File: src/rtl/rr_stream_mux.sv
// rr_stream_mux: N-input registered stream mux with fixed-select or round-robin arbitration.
module rr_stream_mux #(
    parameter int WIDTH = 16,
    parameter int N     = 4,
    parameter int SELW  = $clog2(N)
) (
    input  logic               clk,
    input  logic               rst_n,
    input  logic               mode,
    input  logic [SELW-1:0]    sel,
    input  logic [N*WIDTH-1:0] in_data,
    input  logic [N-1:0]       in_valid,
    output logic [N-1:0]       in_ready,
    output logic [WIDTH-1:0]   out_data,
    output logic [SELW-1:0]    out_chan,
    output logic               out_valid,
    input  logic               out_ready
);
    logic [SELW-1:0] ptr, gidx;
    logic [N-1:0]    gnt;
    logic            hit, load, xfer;
    assign load = !out_valid || out_ready;
    always_comb begin
        hit  = 1'b0;
        gidx = '0;
        if (!mode) begin
            for (int i = 0; i < N; i++)
                if (int'(sel) == i && in_valid[i]) begin
                    hit  = 1'b1;
                    gidx = SELW'(i);
                end
        end else begin
            // scan farthest-to-nearest so the channel closest after ptr wins
            for (int k = N; k >= 1; k--)
                if (in_valid[(int'(ptr) + k) % N]) begin
                    hit  = 1'b1;
                    gidx = SELW'((int'(ptr) + k) % N);
                end
        end
        gnt = hit ? (N'(1) << gidx) : '0;
    end
    assign xfer     = hit && load;
    assign in_ready = rst_n ? (gnt & {N{load}}) : '0;
    always_ff @(posedge clk or negedge rst_n) begin
        if (!rst_n) begin
            out_valid <= 1'b0;
            out_data  <= '0;
            out_chan  <= '0;
            ptr       <= SELW'(N - 1);
        end else if (xfer) begin
            out_valid <= 1'b1;
            out_data  <= in_data[gidx*WIDTH +: WIDTH];
            out_chan  <= gidx;
            if (mode) ptr <= gidx;
        end else if (out_ready) begin
            out_valid <= 1'b0;
        end
    end
endmodule

File: config.mk
export PLATFORM = sky130hd
export DESIGN_NAME = rr_stream_mux
export DESIGN_NICKNAME = d
export VERILOG_FILES = /design/src/rtl/rr_stream_mux.sv
export SDC_FILE = /design/constraint.sdc
export NUM_CORES = 1
export LEC_CHECK = 0
export ABC_AREA = 1
export CAP_MARGIN = 0
export CORE_MARGIN = 2
export CORE_UTILIZATION = 36
export CTS_BUF_LIST = sky130_fd_sc_hd__clkbuf_4 sky130_fd_sc_hd__clkbuf_8 sky130_fd_sc_hd__clkbuf_16
export DETAILED_ROUTE_END_ITERATION = 6
export HOLD_SLACK_MARGIN = 0.03
export PLACE_DENSITY = 0.77
export RECOVER_POWER = 100
export SLEW_MARGIN = 10
export SYNTH_ARGS = -nofsm -noshare
export SYNTH_HDL_FRONTEND = slang
export SYNTH_SLANG_ARGS = --single-unit
export TNS_END_PERCENT = 30
File: constraint.sdc
create_clock -name clk -period 2.4 [get_ports clk]
set_clock_uncertainty 0.15 [all_clocks]
set_input_delay 0.6 -clock clk [delete_from_list [all_inputs] [get_ports clk]]
set_output_delay 0.6 -clock clk [all_outputs]
set_load 0.01 [all_outputs]
# == Yosys cells after proc, flatten, opt, wreduce, memory -nomap -nowiden ==
# Cells that the tools add are included.
# word_totals
ff_bits,21
inputBits,74
output_inout_bits,23
elab_cells,69
# op_classes
addsub,4
n_lt_le_gt_ge,4
eq_ne,3
shift,2
mux,33
bitwise,5
reduce_logical,14
# op_table
op,n
$shiftx A64 B7 Y16,1
$mux W1,20
$lt A3 B4 Y1 const B,4
$mux W2,7
$bmux W1 S2,4
$mux W4,2
$reduce_or A2 Y1,4
$logic_and A1 B1 Y1,5
$add A2 B1 Y2 const B,2
$add A2 B2 Y2 const B,2
$and A1 B1 Y1 const A,4
$and A4 B4 Y4,1
$eq A2 B2 Y1 const B,2
$shl A1 B2 Y4 const A,1
$eq A2 B1 Y1 const B,1
$logic_not A2 Y1,1
$reduce_and A2 Y1,1
$reduce_bool A2 Y1,1
$logic_not A1 Y1,1
$logic_or A1 B1 Y1,1

# == Longest topological paths before layout ==
# Gate-level depths: netlist of run 1.
# depth
word_depth,15
mapped_depth,15
mapped_depth_nobuf,14

# == Least setup slack after synthesis of run 1 ==
# OpenSTA, ideal clock, no wires.
# synth_timing
path_type,input to output
from,input port in_valid[2]
to,output port in_ready[0]
t_arrival_ns,1.749
setup_slack_ns,-0.099
path_stages,13
n_path_buf,2
path_cell_list,inv_1 -> nand2_1 -> nand2_1 -> nand2_1 -> nand2_1 -> nand2_1 -> nand3_2 -> nand3_4 -> nand2_4 -> buf_6 -> buf_6 -> nand2_2 -> nor3_2
# synth_via
elab_chain_len,12
word_cells_on_any_way,31
classes_between,shift (1); mux (28); bitwise (1); reduce/logical (1)
# synth_lines
element,line,text
start: declaration,12,"input logic [N-1:0] in_valid,"
$bmux W1 S2,35,if (in_valid[(int'(ptr) + k) % N]) begin
$mux W1 (implied by the code) (2 in a row),35,
$mux W2 (4 in a row),35,
$mux W2,26,if (!mode) begin
$shl A1 B2 Y4,40,gnt = hit ? (N'(1) << gidx) : '0;
$mux W4 (*),40,
$and A4 B4 Y4 (*),43,assign in_ready = rst_n ? (gnt & {N{load}}) : '0;
$mux W4 (*),43,
end: declaration,13,"output logic [N-1:0] in_ready,"
# Every way passes the cells marked *; elsewhere a longest branch is shown, timed or not. The select of a mux whose other input is x is not followed.

# == Worst setup path after layout of run 1 ==
# layout_timing
from,register ptr[0]
to,output port in_ready[1]
# layout_via
elab_chain_len,13
word_cells_on_any_way,30
classes_between,add/sub (4); shift (1); mux (24); bitwise (1)
# layout_lines
element,line,text
start: declaration,19,"logic [SELW-1:0] ptr, gidx;"
start signal: assignment,49,ptr <= SELW'(N - 1);
start signal: assignment,54,if (mode) ptr <= gidx;
$add A2 B1 Y2,"35, 37",
$bmux W1 S2,35,
$mux W1 (implied by the code) (2 in a row),35,
$mux W2 (4 in a row),35,
$mux W2,26,
$shl A1 B2 Y4,40,
$mux W4 (*),40,
$and A4 B4 Y4 (*),43,
$mux W4 (*),43,
# Marked as above.

==> summary.txt, run 1 <==
STA
  • Setup ws final: -325 ps
  • Unrepaired setup endpoints after global routing: true
  • Hold Fails Final Rpt: 0
  • Slew @ Worst Pin: between 400 and 500 ps
  • Min Hold Slack: roughly 330 ps
  • Final setup violation count: 4
  • Tcrit/Tclk final: 114%
  • Post-route minimum period: approximately 2700 ps
  • Setup TNS: -1230 ps
  • Slew Viols, Final: 0
  • F_max: ~370 MHz
  • Max-slew headroom: between 60% and 70%

Yosys
  • Cell area after synthesis: 0.00188 mm2
  • Xor/xnor share of the synthesized area: 0%
  • Synth top area share: between 20% and 30%
  • Main area contributors after synthesis: dfrtp_1 (25%), nand2_1 (19%), nand3_1 (15%)
  • Syn_area_per_cell: 6.25 um2
  • Distinct cells, synth: 29
  • Adder-cell share of the synthesized area: 0%
  • Synth warn: 0
  • Post-synthesis sequential area ratio: around 28%
  • Synth Area in Compound Gates: 3.74%
  • Synth Area in Simple Gates: roughly 52%
  • Largest family of logic cells by synthesized area: simple AND/OR/NAND/NOR gates
  • Post-Synthesis Cells: 300
  • Post-synth top area cell: dfrtp_1
  • Synth Net Count: between 300 and 400
  • Multiplexer share of the synthesized area: 0%
  • Synth Register Bits: 21

GRT
  • GRT Util Overall: around a fifth
  • Top Usage Layer GRT: met2
  • GRT overflow: 0
  • First-pass GRT wire length: 9270 um
  • Vias in the first global route: ~2,000
  • GR Layer Usage met2: a little over a third
  • Met3 usage: 2.84%
  • Met1 Resource Use GR: 24.1%
  • Largest net degree at the start of global routing: approximately 60
  • Initial antenna violation count: 0

Route
  • Vias/cell: 4.51
  • Vias: roughly 2,200
  • First-pass DRT Iterations: 4
  • Routed Antenna Nets: 0
  • Initial DRC Count: 93
  • Routed len/inst: about 12 um
  • DRC: 0
  • Total Routed Length: between 5000 and 6000 um

Critical path
  • WP data arrival: between 1500 and 2000 ps
  • Crit Path Max Fanout: 9
  • Most frequent CP cell: o21ai_2
  • Worst Path Required: between 1500 and 2000 ps
  • Crit Path Category: register to output port
  • CP endpoint kind: output port
  • CP max-delay cell: dfstp_2
  • Crit-path cells: buf_12, nand2_1, o21ai_2, nand2_2, a21oi_2, o21ai_2, buf_4, a21oi_4, nor2_1, buf_2
  • Worst path max stage delay: approximately 600 ps
  • CP Launch Type: register

Pwr
  • Gate power share: between 60% and 70%
  • Reg power frac: approximately a quarter
  • Lkg Pwr: approximately 0.0016 uW
  • Clk network pwr share: under 10%
  • Final Power: between 2000 and 2500 uW
  • Maximum vdd drop: slightly above 400 uV
  • Sw Share: a little over two fifths
  • NetSw: 1020 uW
  • Power Density: around 770 mW/mm2
  • Pint: 1400 uW

Job
  • Max-cap violations: 0

Floorplanning
  • Initial Util: 37.0%
  • Die W: roughly 76 um
  • Core ar.: a little over 0.005 mm2
  • Rows: 26
  • DIE HEIGHT: between 70 and 80 um
  • IO Count: 97
  • Total die area: 0.00580 mm2

CTS
  • CTS clk-pin slew, worst paths: roughly 80 ps
  • Clk buf depth: 2
  • CTS root buf: clkbuf_8
  • Num CTS Buffers: 3
  • Worst-Skew Late Latency: 260 ps
  • CTS tree: built
  • Clock sink count: 21
  • Hold-fix buffer count after cts: 0
  • H-tree Lvls: 1

Final layout
  • Nets@finish: between 400 and 500
  • Ratio of cells with drive above 1 in the final layout: roughly 18%
  • # diodes: 0
  • Post-route cell area: 0.00314 mm2
  • Final core occ: between 60% and 70%
  • Syn-to-layout area delta: 67.6%

Run status
  • Failing checks: setup timing
  • Status: finished, violations left

Place
  • Port bufs: 96
  • Routability cong.: approximately 0.84
  • DP Area: 0.00304 mm2
  • DP Wirelength: 4370 um

Hold path
  • Hold Crit Class: register to register
==> through the flow <==
step           instances  setup slack, ps
6_report             484             -325
5_1_grt              484             -422
4_1_cts              483             -332
3_5_place_dp         478             -949
3_3_place_gp         478             -924
2_1_floorplan        300            -97.0
==> worst paths after layout <==
| kind | start | endpoint | slack [ps] | depth (start not counted) |
|---|---|---|---|---|
| setup / recovery | ptr[0]$_DFFE_PN1P_ | in_ready[1] | -330 | 10 |
| hold / removal | out_chan[0]$_DFFE_PN0P_ | out_chan[0]$_DFFE_PN0P_ | 330 | 2 |
| hold reg to reg | out_chan[0]$_DFFE_PN0P_ | out_chan[0]$_DFFE_PN0P_ | 330 | 2 |
| setup reg to reg | ptr[0]$_DFFE_PN1P_ | out_data[2]$_DFFE_PN0P_ | 10 | 15 |
| max in group asynchronous | rst_n | ptr[1]$_DFFE_PN1P_ | 1240 | 2 |
| min in group asynchronous | rst_n | out_data[14]$_DFFE_PN0P_ | 650 | 2 |
==> power groups by stage <==
stage | Clock [uW] | Combinational [uW] | Sequential (uW)
6_report | 237 | 1550 | 630
2_1_floorplan | 0 | 784 | 686
3_3_place_gp | 0 | 1530 | 633
3_5_place_dp | 0 | 1550 | 632
4_1_cts | 242 | 1590 | 635
5_1_grt | 257 | 1710 | 650
==> layer usage <==
layer | part of all wire, % | up-vias
met1 | 43 | 990
met3 | 3.5 | 5
met5 | 0 | -
met4 | 0.80 | 0
met2 | 52 | 45
li1 | - | 1145
==> synthesized netlist by cell type <==
cell type,instances
nand2_2,6
clkbuf_1,1
nand4_1,1
o21ai_1,2
inv_1,51
inv_2,2
dfstp_2,2
nand3_4,1
buf_6,6
o21ai_2,1
nor2_2,1
nand3_2,3
or2_0,13
a21oi_4,1
buf_4,1
nor2_1,6
buf_2,3
dfrtp_1,19
nand2_4,1
nor3_1,3
buf_1,1
or2_1,11
o21ai_0,3
nand3_1,56
a21oi_1,4
nand2_1,97
nor3_2,2
and2_4,1
nor2_4,1
==> critical path, delay by kind of cell, from the launching register on <==
family / cells / cell delay (ps)
compound gates: 4 / 480
flops: 1 / 600
simple gates: 3 / 200
buf+inv: 3 / 420
==> registers in the layout (all words and copies together) (netlist names) <==
register   cells
out_chan       2
out_valid      1
out_data      16
ptr            2
==> cell families after synthesis <==
kind of cell | Yosys count
simple gates | 203
buf+inv | 65
flops | 21
compound gates | 11
==> repair_timing <==
item / CTS / global route
gates resized for setup: 39 / 6
pin swaps: 6 / 4
setup endpoints to repair: 20 / 20
buffers inserted: 1 / 1
endpoints found under the hold margin: 0 / 0
==> layout by cell type, fill, tap and decap left out, types with 2 or more instances in the layout <==
master and n:
buf_4 24, o21ai_0 3, a21oi_2 3, clkbuf_8 3, dfstp_2 2, or2_0 13, o21ai_2 2, dlygate4sd3_1 19
nor3_4 2, nand3_1 55, clkdlybuf4s50_1 67, inv_2 5, nor3_1 2, buf_2 4, dlygate4sd2_1 6, inv_1 47
or2_1 11, nand3_2 4, nand2_1 88, nand2_2 14, dfrtp_1 19, nor2_1 5, nand2_4 2, nor2_4 2
buf_12 2
==> area by class of cell <==
class	instances	area, um2
clock buffers	3	41.3
clock inverters	1	7.51
fillers	498	1930
inverters	53	201
multi-input cells	214	1120
flip-flops and latches	21	528
well taps	70	87.6
repair buffers	122	1150
Note: power is estimated with default switching activity, not from simulation.
==> inputs of run 2 (changes only) <==
- CORE_UTILIZATION: 36 -> 43
- DONT_BUFFER_PORTS: default -> 1
- PLACE_DENSITY: 0.77 -> default
==> run 2 against run 1 <==
Effect of this change:
- the flow still finishes with violations (setup timing)
- maximum frequency increased by 2.4%
- power is 17% lower
- combinational power fell by 32%
- utilization shrank 12 points
- wire length decreased by 17%
==> summary.txt, run 2 (synthesis gave the netlist of run 1 again) <==
Place
  • Port bufs: 0
  • Cells after DPL: 355
  • Setup WS pre-CTS: -167 ps
  • DP Wirelength: ~3600 um
  • Routability cong.: around 0.80

Critical path
  • CP endpoint kind: output port
  • WP data arrival: between 1500 and 2000 ps
  • Worst path max stage delay: between 600 and 700 ps
  • CP Buf/Inv Count: 1
  • Reg2Reg Setup Slack: -110 ps
  • CP max-delay cell: dfstp_2
  • Crit Path Category: register to output port
  • CP Launch Type: register
  • Reg2Reg Capture Point: out_data[13]$_DFFE_PN0P_
  • R2R cell count: 9
  • Crit-path cells: inv_4, nand2_2, nand2_1, and2_4, nor2_4, nand3_2, nand3_4, nand4_1, nor2_2
  • Worst Path Required: 1650 ps
  • Crit Path Max Fanout: 8
  • RR Startpoint: ptr[0]$_DFFE_PN1P_
  • Crit-path leading delay family: simple AND/OR/NAND/NOR gates

CTS
  • CTS root buf: clkbuf_8
  • Num CTS Buffers: 3
  • CTS clk-pin slew, worst paths: around 70 ps
  • Clock sink count: 21
  • Clk buf depth: 2
  • Worst-Skew Late Latency: around 250 ps
  • H-tree Lvls: 1
  • CTS tree: built

Pwr
  • Sw Share: 46.3%
  • Maximum vdd drop: around 480 uV
  • Lkg Pwr: 0.00116 uW
  • Final Power: 2020 uW
  • Pint: around 1100 uW
  • Reg power frac: between 30% and 40%
  • Power Density: 945 mW/mm2
  • Gate power share: ~52%
  • Clk network pwr share: a little under an eighth
  • NetSw: slightly above 900 uW

GRT
  • Largest net degree at the start of global routing: 39
  • GRT Util Overall: 19.8%
  • GRT overflow: 0
  • First-pass GRT wire length: between 7000 and 8000 um
  • Vias in the first global route: about 1,700
  • Initial antenna violation count: 0

STA
  • F_max: between 300 and 400 MHz
  • Final setup violation count: 16
  • Min Hold Slack: 387 ps
  • Max-slew headroom: 35.3%
  • Setup ws final: -261 ps
  • Post-route minimum period: ~2700 ps
  • Slew Viols, Final: 0
  • Slew @ Worst Pin: approximately 970 ps
  • Unrepaired setup endpoints after global routing: true
  • Tcrit/Tclk final: 111%
  • Hold Fails Final Rpt: 0

Final layout
  • Syn-to-layout area delta: 13.7%
  • Commonest non-fill, non-tap cell in the layout: nand2_1
  • Commonest non-fill, non-tap cells in the layout: nand2_1 (89), nand3_1 (55), inv_1 (50), dfrtp_1 (19), buf_4 (14)
  • Ratio of cells with drive above 1 in the final layout: a little under a fifth
  • Regs by FF count: out_data: 16 flops, out_chan: 2 flops, ptr: 2 flops
  • Max reg flops: 16
  • Final core occ: about half
  • Nets@finish: 388
  • # diodes: 0
  • Largest Register: out_data
  • Finished Layout Cells: 365

Route
  • Total Routed Length: 4670 um
  • DRC: 0
  • Routed Antenna Nets: 0
  • Routed len/inst: approximately 13 um
  • Initial DRC Count: around 130
  • First-pass DRT Iterations: 4
  • Vias/cell: roughly 4.9
  • Vias: approximately 1,800

Hold path
  • Sink of the worst hold path: ptr[0]$_DFFE_PN1P_
  • Hold depth: 2
  • Hold Path Origin: mode
  • Hold Crit Class: input pin to register

Floorplanning
  • Initial Util: between 40 and 50%
  • DIE HEIGHT: 70.0 um
  • Core ar.: around 0.0043 mm2
  • Rows: 24
  • Total die area: slightly below 0.005 mm2
  • Die W: ~70 um
  • IO Count: 97

Run status
  • Status: finished, violations left
  • Failing checks: setup timing

Job
  • Max-cap violations: 0
run 2: worst max-delay path by stage:
stage	end	cells after the start	slack (ps)	from
6_report	in_ready[3]	9	-260	ptr[0]$_DFFE_PN1P_
4_1_cts	in_ready[1]	9	-280	ptr[0]$_DFFE_PN1P_
3_5_place_dp	out_data[9]$_DFFE_PN0P_	10	-170	ptr[0]$_DFFE_PN1P_
2_1_floorplan	in_ready[0]	13	-100	in_valid[2]
5_1_grt	in_ready[3]	9	-380	ptr[0]$_DFFE_PN1P_
3_3_place_gp	out_data[8]$_DFFE_PN0P_	10	-90	ptr[0]$_DFFE_PN1P_
run 2: cell type report:
| cell class | count | area [um2] |
|---|---|---|
| inverter | 53 | 201 |
| timing repair buffer | 21 | 168 |
| sequential | 21 | 528 |
| tap | 52 | 65.1 |
| clock buffer | 4 | 48.8 |
| fill | 446 | 2130 |
| multi-input combinational | 214 | 1120 |
run 2: worst reg2reg max path, cell delays in order, from the launching register on:
cell and delay (ps):
dfstp_2 620, buf_6 140, nand2_1 40, nand2_1 100, a21oi_1 90, o21ai_2 200
a21oi_4 100, nor2_1 740, nand3_1 160, nand3_1 120
run 2: power groups by stage:
stage | Combinational, uW | Clock [uW] | Sequential (uW)
after floorplan | 784 | 0 | 686
after global placement | 935 | 0 | 731
after detailed placement | 941 | 0 | 734
after CTS | 1050 | 253 | 733
after global routing | 1190 | 264 | 749
final | 1050 | 239 | 731
run 2: through the flow:
step           TNS (ps)  instance area, um2
6_report          -2060                2130
5_1_grt           -5000                2130
4_1_cts           -1960                2120
3_5_place_dp      -2100                1970
3_3_place_gp      -1230                1970
2_1_floorplan      -194                1890
run 2: timing repair:
action,CTS,global route
setup buffers,4,1
gates resized for setup,19,4
setup endpoints to repair,16,20
hold buffers,1,0
pin swaps,12,5
hold endpoints to repair,21,0
run 2: layer usage:
metal  vias up  GRT usage (%)  wire, um
met5         -              0         0
met4         0           3.21        23
met3         2           4.62       228
met2        45           35.4      2340
met1       791           24.7      2080
li1        945              -         -
==> patch (config.mk and constraints of run 2) <==
Set the parameter `WIDTH` to 12 (it was 16).
--- a/src/rtl/rr_stream_mux.sv
+++ b/src/rtl/rr_stream_mux.sv
@@ -1,6 +1,6 @@
 // rr_stream_mux: N-input registered stream mux with fixed-select or round-robin arbitration.
 module rr_stream_mux #(
-    parameter int WIDTH = 16,
+    parameter int WIDTH = 12,
     parameter int N     = 4,
     parameter int SELW  = $clog2(N)
 ) (
Interface: changed (resized in_data and out_data); port bits go from 97 to 77. The function was not compared with the original's and may differ.
==> patch against run 2 <==
Non-clock buffer count up 10; the flow still finishes with violations (setup timing); total power rose by 1.5%; core utilization increased by 7.8 points; critical endpoint unchanged; sequential share of layout area is 2.2 points lower; maximum frequency fell by 4.9%; synthesized area fell by 23%; critical path depth increased by 3; sequential power fell by 16%; final area shrank 11%; sequential cell count down 4; largest cell class unchanged; setup slack got worse by 0.14 ns; routed wire length fell by 19%; cell count is 16% lower.
==> patch: results (changes against run 2) <==
INFO  metric final.setup.tns = -1.46 ns (was -2.06 ns)
INFO  metric rr_worst_depth = 15 (was 9)
INFO  metric drive_above_1_share = 29.1% (was 18.8%)
INFO  metric setup_viol_count_final = 5 (was 16)
INFO  metric rrSetupSlack = 0 ns (was -0.11 ns)
INFO  metric hold-path-endpoint = out_data[7]$_DFFE_PN0P_ (was ptr[0]$_DFFE_PN1P_)
INFO  metric postSynthCellCount = 233 (was 300)
INFO  metric status = finished with violations (unchanged)
INFO  metric hold_ws = 0.318 ns (was 0.387 ns)
INFO  metric cells_taking_the_most_area_after_synthesis = sky130_fd_sc_hd__dfrtp_1 (26%), sky130_fd_sc_hd__nand2_1 (21%), sky130_fd_sc_hd__nand3_1 (13%) (was sky130_fd_sc_hd__dfrtp_1 (25%), sky130_fd_sc_hd__nand2_1 (19%), sky130_fd_sc_hd__nand3_1 (15%))
INFO  metric gp_congestion = 0.848 (was 0.799)
INFO  metric dpl-instance-area = 1660 um2 (was 1970 um2)
INFO  metric postSynthAreaPerCell = 6.22 um2 (was 6.25 um2)
INFO  metric failed_checks = setup timing (unchanged)
INFO  metric drt_iter0_drc = 41 (was 127)
INFO  metric ys_seq_elements = 17 (was 21)
INFO  metric grt_pass1_wl = 5570 um (was 8000 um)
INFO  metric postLayoutSetupSlackWorst = -0.398 ns (was -0.261 ns)
INFO  metric irDropWorstVdd = 0.507 mV (was 0.478 mV)
INFO  metric biggestRegsByFlops = out_data (12), out_chan (2), ptr (2) (was out_data (16), out_chan (2), ptr (2))
INFO  metric final_nets = 320 (was 388)
INFO  metric fraction_of_standard_cell_area_in_multi_input_logic = 49.0% (was 52.6%)
INFO  metric cell_internal_pwr = 1080 uW (about the same)
INFO  metric place_ws = -0.108 ns (was -0.167 ns)
INFO  metric leakagePower = 0.00105 uW (was 0.00116 uW)
## patch: routing by layer
layer	wire, um	part of all wire (%)	track usage (%)	up-vias
met1	1550	41	23.9	684
li1	-	-	-	778
met4	23	0.60	4.56	0
met5	0	0	0	-
met3	209	5.5	4.14	2
met2	2020	53	34.2	43
## patch: repair_timing
| action | 4_1_cts | 5_1_grt |
|---|---|---|
| endpoints found under the hold margin | 17 | 0 |
| buffers inserted | 3 | 2 |
| pin swaps | 14 | 14 |
| gates resized for setup | 12 | 31 |
| hold buffers | 1 | 0 |
| endpoints found under the setup margin | 12 | 16 |
## patch: power groups by stage
| stage | clock network (uW) | logic (uW) | registers [uW] |
|---|---|---|---|
| after CTS | 173 | 1090 | 608 |
| after floorplan | 0 | 760 | 562 |
| after global placement | 0 | 980 | 614 |
| after detailed placement | 0 | 989 | 611 |
| after global routing | 184 | 1400 | 635 |
| final | 170 | 1260 | 617 |
